## src/rtl/unified_mem_arbiter.sv

```systemverilog
`default_nettype none
// ============================================================================
// Module  : unified_mem_arbiter
// Brief   : Shares one single-port synchronous RAM between the instruction
//           fetch (IF) and memory-access (MA) stages. The data side wins by
//           default, and a starvation counter forces a fetch grant after a
//           bounded run of denials. Read data returns one cycle after grant
//           and is steered to the requester that owns it.
// Revision: 1.0 - initial release
// ============================================================================
module unified_mem_arbiter #(
    parameter int ADDR_WIDTH       = 32,
    parameter int DATA_WIDTH       = 32,
    parameter int MAX_FETCH_STARVE = 4
) (
    input  logic                    sysclk,
    input  logic                    cpu_resetn,

    input  logic                    if_req,
    input  logic [ADDR_WIDTH-1:0]   if_addr,
    output logic                    if_gnt,
    output logic                    if_rvalid,
    output logic [DATA_WIDTH-1:0]   if_rdata,

    input  logic                    ma_req,
    input  logic                    ma_we,
    input  logic [DATA_WIDTH/8-1:0] ma_be,
    input  logic [ADDR_WIDTH-1:0]   ma_addr,
    input  logic [DATA_WIDTH-1:0]   ma_wdata,
    output logic                    ma_gnt,
    output logic                    ma_rvalid,
    output logic [DATA_WIDTH-1:0]   ma_rdata,

    output logic                    mem_en,
    output logic [DATA_WIDTH/8-1:0] mem_we,
    output logic [ADDR_WIDTH-1:0]   mem_addr,
    output logic [DATA_WIDTH-1:0]   mem_wdata,
    input  logic [DATA_WIDTH-1:0]   mem_rdata
);

    localparam int BE_WIDTH  = DATA_WIDTH / 8;
    // Counter must be able to hold the saturation value itself.
    localparam int CNT_WIDTH = (MAX_FETCH_STARVE < 1) ? 1 : $clog2(MAX_FETCH_STARVE + 1);
    localparam logic [CNT_WIDTH-1:0] c_starve_max = CNT_WIDTH'(MAX_FETCH_STARVE);

    // Who owns the read data arriving from the RAM in the current cycle.
    typedef enum logic [1:0] {
        IDLE  = 2'd0,
        IF_RD = 2'd1,
        MA_RD = 2'd2
    } owner_t;

    owner_t               r_owner;
    logic [CNT_WIDTH-1:0] r_starve_cnt;
    logic                 w_fetch_prio;

    // Fetch only overrides the data side once it has been denied long enough.
    assign w_fetch_prio = (r_starve_cnt == c_starve_max);
    assign ma_gnt       = ma_req & ~(w_fetch_prio & if_req);
    assign if_gnt       = if_req & ~ma_gnt;

    // RAM port is driven straight from the winning requester.
    assign mem_en    = if_gnt | ma_gnt;
    assign mem_addr  = ma_gnt ? ma_addr : if_addr;
    assign mem_we    = (ma_gnt & ma_we) ? ma_be : {BE_WIDTH{1'b0}};
    assign mem_wdata = ma_wdata;

    // Responses are steered by the registered owner; data is zeroed when not valid.
    assign if_rvalid = (r_owner == IF_RD);
    assign ma_rvalid = (r_owner == MA_RD);
    assign if_rdata  = if_rvalid ? mem_rdata : {DATA_WIDTH{1'b0}};
    assign ma_rdata  = ma_rvalid ? mem_rdata : {DATA_WIDTH{1'b0}};

    // Count consecutive denied fetch cycles, saturating; any grant or idle fetch clears it.
    always_ff @(posedge sysclk or negedge cpu_resetn) begin
        if (!cpu_resetn) begin
            r_starve_cnt <= '0;
        end else if (if_req & ~if_gnt) begin
            if (r_starve_cnt != c_starve_max) begin
                r_starve_cnt <= r_starve_cnt + CNT_WIDTH'(1);
            end
        end else begin
            r_starve_cnt <= '0;
        end
    end

    // Owner FSM: records which read was issued so its data can be tagged next cycle.
    always_ff @(posedge sysclk or negedge cpu_resetn) begin
        if (!cpu_resetn) begin
            r_owner <= IDLE;
        end else begin
            if (if_gnt) begin
                r_owner <= IF_RD;
            end else if (ma_gnt & ~ma_we) begin
                r_owner <= MA_RD;
            end else begin
                r_owner <= IDLE;
            end
        end
    end

endmodule
`default_nettype wire
```

## config.mk

```make
export PLATFORM = sky130hd
export DESIGN_NAME = unified_mem_arbiter
export DESIGN_NICKNAME = d
export VERILOG_FILES = /design/src/rtl/unified_mem_arbiter.sv
export SDC_FILE = /design/constraint.sdc
export NUM_CORES = 1
export LEC_CHECK = 0
export ABC_AREA = 1
export BUFFER_PORTS_ARGS = -buffer_cell sky130_fd_sc_hd__buf_2
export CAP_MARGIN = 40
export CORE_AREA = 2 2 108 110
export DETAILED_ROUTE_END_ITERATION = 8
export DIE_AREA = 0 0 110 112
export PLACE_DENSITY = 0.56
export SYNTH_ARGS = -nofsm -noshare
export SYNTH_HDL_FRONTEND = slang
export SYNTH_SLANG_ARGS = --single-unit
```

## constraint.sdc

```tcl
create_clock -name sysclk -period 1.26 [get_ports sysclk]
set_input_delay 0.126 -clock sysclk [delete_from_list [all_inputs] [get_ports sysclk]]
set_output_delay 0.126 -clock sysclk [all_outputs]
set_load 0.01 [all_outputs]
```

==> results.toml, run 1 <==
[cells_and_area]
drive_gt1_share_pct = 72.9
seq_area_um2 = 126
final_common_cell = "buf_2"
multi_input_area_mm2 = 0.00136
mostFrequentLayoutCells = "buf_2 (149), buf_6 (63), nor2_4 (56)"
syn_to_final_growth_pct = 175
antenna_cells = 0
fin_nets = 609
fillers = 1157
final_area_mm2 = 0.00382

[worst_setup_path]
crit_fanout = 8
r2r-end = "r_owner[0]"
criticalPathCategory = "reg2out"
path_buf_inv = 3
cpMaxStageDelayCell = "dfrtp_1"
crit_end = "mem_addr[12]"
reg2reg_from = "r_starve_cnt[0]"
worstSetupEndpointType = "output port"
cp_top_family = "flip-flops"
critPathLaunch = "r_starve_cnt[1]"
critPathRequiredTime_ps = 1130
cp-start-kind = "flop"
path_cells = "inv_2 > ha_4 > nand3_4 > nand2_8 > clkbuf_16 > nand2_2 > nand2_1 > buf_2"
worstPathArrival_ps = 1500
reg2regPathDepth = 10
reg2reg_setup_slack_ps = -270
cpPeakStageDelay_ps = 380
path_depth = 8

[synth]
synth-adder-area-share_pct = 1.80
synth_seq_cells = 5
synth_top_family_by_area = "simple AND/OR/NAND/NOR gates"
syn_area_mm2 = 0.00139
syn_nets = 415
syn_inst = 276
synth_area_per_cell_um2 = 5.03
ys_types = 12
synth_compound_area_share_pct = 0
synth_mux_area_share_pct = 0
synth_xor_area_share_pct = 0.631
ys_warn_count = 0
synth_seq_area_share_pct = 9.02
synthSimpleGateAreaFrac_pct = 52.2

[timing]
relSlewSlack_pct = 85.4
tightest_slew_ps = 219
drv_slew = 0
worst_slack_ps = -368
setup_viol = 105
fin_tns_setup_ps = -23150
skew_ps = 2.07
rsz0062_at_grt = "true"
fin_crit_ps = 1630
max_freq_mhz = 614
hold_violations = 0
period_share_pct = 129

[clock_tree]
clkTransAtPathRegs_ps = 30
h-tree-depth = 1
cts_sinks = 5
cts_root_buf = "clkbuf_16"
cts_tree = "done"
clockBufferDepth = 2
cts-buffers-inserted = 3
worstSkewPairLatency_ps = 230

[detailed_routing]
vias = 2430
dr.first_iter.drc_count = 60
dr.pass1.iters = 4
routed_via_density = 3.97
post-route-drc-count = 0
routedWlPerCell_um = 12.7
wirelength_um = 7800
ant_nets = 0

[floorplan]
die_area_mm2 = 0.0123
coreArea_mm2 = 0.0112
die_x_um = 110
die_h_um = 112
initial_core_util_pct = 12.4
ios = 274
rows = 39

[power]
ir_worst_vdd_v = 0.000278
power_density_mw_per_mm2 = 485
leakagePower_nw = 2.08

[status]
violations = "negative setup slack"
status = "finished, violations left"

[place]
io_buffer_count = 209
gp_congestion = 0.745
place_hpwl_um = 4970
placed_area_mm2 = 0.00245

[grt]
antenna_found_initial = 0
grt_max_degree = 34
grt_pass1_wl_um = 9340
grt_pass1_vias = 2034
grt_usage_pct = 9.77
grt.overflow.total = 0

[min_path]
hold_class = "in2reg"

[job]
drv_cap = 0
flip-flops by register name, summed over array words and instances (netlist names):
name          flops
r_owner           2
r_starve_cnt      3
cell usage after synthesis:
library cell | n | area share, %
nor2_1 | 74 | 20
nand2_1 | 66 | 18
inv_1 | 44 | 12
nand3_1 | 34 | 12
buf_4 | 32 | 17
buf_2 | 13 | 4.7
dfrtp_1 | 5 | 9.0
buf_6 | 3 | 2.4
ha_1 | 2 | 1.8
nand2_4 | 1 | 0.81
nand3_4 | 1 | 1.3
xnor2_1 | 1 | 0.63
per-stage QoR:
step / util, % / total power, mW / hold WS, ps / instances / setup slack [ps]
2_1_floorplan: - / 0.608 / -170 / 276 / 10.7
3_3_place_gp: 21.9 / 0.896 / -53.7 / 593 / -156
3_5_place_dp: 21.9 / 0.896 / -43.7 / 593 / -183
4_1_cts: 26.4 / 1.59 / 119 / 611 / -362
5_1_grt: 34.2 / 1.97 / 123 / 612 / -443
6_report: 34.2 / 1.85 / 117 / 612 / -368
per-layer routing:
metal,vias up,GRT usage (%),share of wire [%]
li1,1167,-,-
met1,1074,9.86,36
met2,185,18.8,52
met3,4,2.93,12
met4,0,2.78,0.76
met5,-,0,0
cells by family after synthesis:
logic type               count (synthesis)
XOR/XNOR                                 1
adder cells (fa/ha/maj)                  2
AND/OR/NAND/NOR                        176
buffers and inverters                   92
flip-flops                               5
where the power goes:
group	switching, mW	internal, mW	total [mW]	leakage [nW]
Clock	0.110	0.420	0.529	0.0382
Sequential	0.00679	0.168	0.175	0.0653
Combinational	0.579	0.571	1.15	1.98
Total	0.695	1.16	1.85	2.08
worst min path at each step:
stage | slack [ps] | cells after the start | start | endpoint
2_1_floorplan | -170 | 0 | cpu_resetn | r_owner[0]
3_3_place_gp | -50 | 1 | cpu_resetn | r_owner[0]
3_5_place_dp | -40 | 1 | cpu_resetn | r_starve_cnt[0]
4_1_cts | 120 | 2 | ma_we | r_owner[1]
5_1_grt | 120 | 2 | ma_we | r_owner[1]
6_report | 120 | 2 | ma_we | r_owner[1]
worst reg2reg max path, delay by kind of cell, from the launching register on:
kind | cells | cell delay [ps]
adders and majority gates | 1 | 150
buffers and inverters | 6 | 630
DFF | 1 | 360
and+or+nand+nor | 3 | 280
cell type report:
type	count	area share, %
repair buffers	237	49.9
multi-input cells	179	35.5
well taps	143	4.68
inverters	44	4.58
flip-flops and latches	5	3.31
clock buffers	4	2.06
what timing repair did:
action                                  CTS  global route
resized for setup                        54           196
hold endpoints to repair                  5             0
hold buffers                              1             0
pin swaps                                 2             7
endpoints found under the setup margin   82           109
buffers inserted                          7             0
gates cloned                              6             3
No activity file was read; power rests on OpenSTA's default activity.
==> run 2, diff against run 1 <==
--- a/config.mk
+++ b/config.mk
@@ -8,10 +8,11 @@
 export ABC_AREA = 1
 export BUFFER_PORTS_ARGS = -buffer_cell sky130_fd_sc_hd__buf_2
 export CAP_MARGIN = 40
-export CORE_AREA = 2 2 108 110
+export CORE_AREA = 5 5 102 104
 export DETAILED_ROUTE_END_ITERATION = 8
-export DIE_AREA = 0 0 110 112
-export PLACE_DENSITY = 0.56
+export DIE_AREA = 0 0 107 109
+export PLACE_DENSITY = 0.63
 export SYNTH_ARGS = -nofsm -noshare
 export SYNTH_HDL_FRONTEND = slang
 export SYNTH_SLANG_ARGS = --single-unit
+export TNS_END_PERCENT = 5
==> results.toml, run 2 (synthesis results as in run 1) <==
[timing]
fin_crit_ps = 1590
relSlewSlack_pct = 85.2
skew_ps = 0.122
hold_violations = 0
tightest_slew_ps = 222
period_share_pct = 126
worst_slack_ps = -331
drv_slew = 0
rsz0062_at_grt = "true"
setup_viol = 73
max_freq_mhz = 629
fin_tns_setup_ps = -12320

[power]
clkPwrFrac_pct = 23.1
comb_power_share_pct = 63.1
power_density_mw_per_mm2 = 472
leakagePower_nw = 1.83
finalPower_mw = 1.25
power.internal_uw = 765
switching_share_pct = 38.9
switching_power_uw = 488
ir_worst_vdd_v = 0.000405
seqPwrFrac_pct = 13.8

[worst_setup_path]
reg2reg_setup_slack_ps = 20
reg2reg_from = "r_starve_cnt[0]"
critPathRequiredTime_ps = 1130
criticalPathCategory = "reg2out"
crit_fanout = 9
worstPathArrival_ps = 1460
reg2regPathDepth = 7
cp-start-kind = "flop"
r2r-end = "r_owner[0]"
worstSetupEndpointType = "output port"
critPathLaunch = "r_starve_cnt[0]"

[clock_tree]
cts_tree = "done"
cts_sinks = 5
clkTransAtPathRegs_ps = 30
clockBufferDepth = 2
cts-buffers-inserted = 3
worstSkewPairLatency_ps = 220
cts_root_buf = "clkbuf_8"
h-tree-depth = 1
postCtsSetupBuffers = 0

[place]
pre_cts_ws_ps = -123
gp_congestion = 0.691
place_hpwl_um = 6310
io_buffer_count = 209
placed_area_mm2 = 0.00243

[detailed_routing]
post-route-drc-count = 0
routed_via_density = 3.94
dr.pass1.iters = 3
dr.first_iter.drc_count = 96
ant_nets = 0
vias = 2260
routedWlPerCell_um = 12.5
wirelength_um = 7150

[grt]
grt_usage_pct = 10.7
antenna_found_initial = 0
grt_pass1_vias = 2093
grt_max_degree = 34
grt_pass1_wl_um = 9740
grt.overflow.total = 0

[min_path]
hold_end = "r_owner[1]"
hold_class = "in2reg"
hold_depth = 2
hold_start = "ma_we"

[floorplan]
die_area_mm2 = 0.0117
die_x_um = 107
coreArea_mm2 = 0.00946
ios = 274
rows = 36
die_h_um = 109
initial_core_util_pct = 14.7

[cells_and_area]
multi_input_area_um2 = 865
largest_reg_flops = 3
top_register = "r_starve_cnt"
final_common_cell = "buf_2"
seq_area_um2 = 125
drive_gt1_share_pct = 57.3
fillers = 1092
fin_nets = 599
final_area_mm2 = 0.00265
reg.largest.list = "r_starve_cnt: 3 flops, r_owner: 2 flops"
antenna_cells = 0
mostFrequentLayoutCells = "buf_2 (203), nand2_1 (65), nor2_1 (50)"
syn_to_final_growth_pct = 91.2

[job]
drv_cap = 0

[status]
violations = "negative setup slack"
status = "finished, violations left"
==> run 2: changes by cell type in the layout (fill, tap and decap cells not counted), sizes merged <==
cell,change
inv,+1
buf,-8
clkbuf,-2
clkinv,-1
==> run 2: critical path: stages, from the launching register on <==
cell and delay, ps:
dfrtp_1 370, inv_2 80, ha_4 140, nand3_4 130, nand2_8 140, clkbuf_16 160, nand2_1 50, nand2_1 50
buf_2 120
==> run 2: metrics by stage <==
| stage | util, % | hold slack (ps) | std cells |
|---|---|---|---|
| after floorplan | - | -170 | 276 |
| after global placement | 25.7 | -51.6 | 567 |
| after detailed placement | 25.7 | -48.0 | 567 |
| after CTS | 26.7 | 110 | 572 |
| after global routing | 28.0 | 118 | 573 |
| final | 28.0 | 111 | 573 |
==> run 2: how the worst max path moves through the flow <==
stage                    to  slack (ps)  cells after the start
4_1_cts         mem_addr[3]        -340                      8
2_1_floorplan        if_gnt          10                      6
6_report        mem_addr[1]        -330                      8
5_1_grt         mem_addr[8]        -420                      8
3_3_place_gp   mem_addr[20]        -120                      7
3_5_place_dp      mem_we[1]        -120                      7
==> run 2: power groups by stage <==
| stage | sequential [mW] | clock [mW] | combinational (mW) |
|---|---|---|---|
| finish | 0.173 | 0.289 | 0.791 |
| CTS | 0.172 | 0.301 | 0.756 |
| floorplan | 0.173 | 0 | 0.436 |
| global route | 0.173 | 0.318 | 0.882 |
| global placement | 0.172 | 0 | 0.740 |
| detailed placement | 0.173 | 0 | 0.740 |
==> run 2: final cells by class <==
| class | instances | area share (%) |
|---|---|---|
| flip-flops and latches | 5 | 4.72 |
| inverters | 44 | 6.23 |
| well taps | 114 | 5.38 |
| repair buffers | 227 | 49.4 |
| clock buffers | 4 | 1.70 |
| multi-input cells | 179 | 32.6 |
==> run 2: per-layer routing <==
layer	vias up	GRT usage, %	wire length (um)
met1	937	9.89	2340
met3	2	4.74	1070
met5	-	0	0
met4	0	3.01	71
met2	180	21.0	3670
li1	1141	-	-
==> run 2: timing repair <==
item / CTS / global route
cloned: 0 / 1
pin swaps: 1 / 2
endpoints found under the setup margin: 81 / 107
hold buffers: 1 / 0
endpoints found under the hold margin: 5 / 0
resized for setup: 12 / 32
==> run 3, diff against run 2 <==
--- a/config.mk
+++ b/config.mk
@@ -8,10 +8,12 @@
 export ABC_AREA = 1
 export BUFFER_PORTS_ARGS = -buffer_cell sky130_fd_sc_hd__buf_2
 export CAP_MARGIN = 40
-export CORE_AREA = 5 5 102 104
+export CELL_PAD_IN_SITES_DETAIL_PLACEMENT = 0
+export CELL_PAD_IN_SITES_GLOBAL_PLACEMENT = 1
+export CORE_MARGIN = 5
+export CORE_UTILIZATION = 13
 export DETAILED_ROUTE_END_ITERATION = 8
-export DIE_AREA = 0 0 107 109
-export PLACE_DENSITY = 0.63
+export PLACE_DENSITY = 0.93
 export SYNTH_ARGS = -nofsm -noshare
 export SYNTH_HDL_FRONTEND = slang
 export SYNTH_SLANG_ARGS = --single-unit
==> results.toml, run 3 (synthesis results as in run 1) <==
[status]
status = "finished, violations left"
violations = "negative setup slack"

[cells_and_area]
final_cells = 593
syn_to_final_growth_pct = 90.1
reg.largest.list = "r_starve_cnt: 3 flops, r_owner: 2 flops"
top_register = "r_starve_cnt"
mostFrequentLayoutCells = "buf_2 (205), nor2_1 (64), nand2_1 (63)"
antenna_cells = 0
fin_nets = 597
drive_gt1_share_pct = 54.5
fillers = 1187
final_common_cell = "buf_2"
largest_reg_flops = 3

[clock_tree]
cts-buffers-inserted = 3
cts_sinks = 5
cts_root_buf = "clkbuf_8"
worstSkewPairLatency_ps = 220
cts_tree = "done"
clockBufferDepth = 2
h-tree-depth = 1
clkTransAtPathRegs_ps = 30

[floorplan]
rows = 37
die_x_um = 113
ios = 274
initial_core_util_pct = 13.4
die_h_um = 113
coreArea_mm2 = 0.0104
die_area_mm2 = 0.0128

[timing]
relSlewSlack_pct = 86.2
setup_viol = 69
fin_crit_ps = 1600
max_freq_mhz = 624
drv_slew = 0
tightest_slew_ps = 207
fin_worst_hold_slack_ps = 123
worst_slack_ps = -341
rsz0062_at_grt = "true"
period_share_pct = 127
hold_violations = 0
skew_ps = 1.98

[job]
drv_cap = 0

[grt]
grt_pass1_wl_um = 9810
antenna_found_initial = 0
grt_usage_pct = 9.49
grt.overflow.total = 0
grt_max_degree = 34
grt_pass1_vias = 2147

[worst_setup_path]
r2r-end = "r_owner[0]"
critPathLaunch = "r_starve_cnt[1]"
path_buf_inv = 3
cpPeakStageDelay_ps = 380
cp-start-kind = "flop"
cpMaxStageDelayCell = "dfrtp_1"
criticalPathCategory = "reg2out"
reg2reg_setup_slack_ps = 30
reg2reg_from = "r_starve_cnt[1]"
cp_top_family = "flip-flops"
path_cells = "inv_1 > ha_2 > nand3_4 > nand2_8 > buf_12 > nand2_1 > nand2_1 > buf_2"
worstPathArrival_ps = 1480
crit_fanout = 13
reg2regPathDepth = 7
critPathRequiredTime_ps = 1130
crit_path_frequent_cell = "nand2_1"
worstSetupEndpointType = "output port"

[place]
io_buffer_count = 209
gp_congestion = 0.845
dp_cells = 587
place_hpwl_um = 5880

[detailed_routing]
ant_nets = 0
wirelength_um = 6810
routedWlPerCell_um = 11.5
dr.pass1.iters = 4
vias = 2267
dr.first_iter.drc_count = 63
post-route-drc-count = 0
routed_via_density = 3.82

[power]
power_density_mw_per_mm2 = 469
leakagePower_nw = 1.83
finalPower_mw = 1.24
ir_worst_vdd_v = 0.000320

[min_path]
hold_start = "ma_we"
hold_class = "in2reg"
hold_end = "r_owner[1]"
hold_depth = 2
[run 3: cell types whose count changed in the layout (fill, tap and decap cells not counted), sizes merged]
| cell | previous run | this run |
|---|---|---|
| buf | 225 | 224 |
| clkbuf | 5 | 4 |
[run 3: cell type report]
cell class	count	area, um2	share of cell area, %
Clock buffer	4	45.0	1.71
Inverter	44	165	6.26
Multi-Input combinational cell	179	847	32.1
Sequential cell	5	125	4.74
Tap cell	136	170	6.45
Timing Repair Buffer	225	1280	48.7
[run 3: timing repair]
| item | CTS | global route |
|---|---|---|
| buffers inserted | 0 | 1 |
| endpoints found under the hold margin | 5 | 0 |
| hold buffers | 1 | 0 |
| resized for setup | 20 | 11 |
| pin swaps | 3 | 1 |
| endpoints found under the setup margin | 77 | 108 |
[run 3: metal layers]
| layer | wire length [um] | part of all wire (%) | GRT usage (%) | vias to the layer above |
|---|---|---|---|---|
| li1 | - | - | - | 1136 |
| met1 | 2240 | 33 | 9.16 | 918 |
| met2 | 3180 | 47 | 16.9 | 205 |
| met3 | 1250 | 18 | 4.97 | 8 |
| met4 | 143 | 2.1 | 4.09 | 0 |
| met5 | 0 | 0 | 0 | - |
[run 3: worst max-delay path by stage]
stage | slack [ps] | end | cells past startpoint
floorplan | 10 | if_gnt | 6
detailed placement | -160 | mem_we[3] | 7
global placement | -120 | mem_we[3] | 7
global route | -450 | mem_addr[23] | 8
finish | -340 | mem_addr[9] | 8
CTS | -360 | mem_addr[9] | 8
[run 3: per-stage QoR]
step | TNS, ps | worst slack (ps) | util (%) | cell area (um2)
global placement | -3630 | -122 | 23.7 | 2460
CTS | -15810 | -359 | 25.0 | 2590
global route | -22240 | -447 | 25.4 | 2640
detailed placement | -4720 | -157 | 23.7 | 2460
finish | -13470 | -341 | 25.4 | 2640
floorplan | 0 | 10.7 | - | 1390
[run 3: report_power, final]
part	switching [mW]	internal [mW]	total, mW
combinational	0.406	0.371	0.776
sequential	0.00451	0.168	0.173
clock	0.0727	0.217	0.289
total	0.483	0.755	1.24
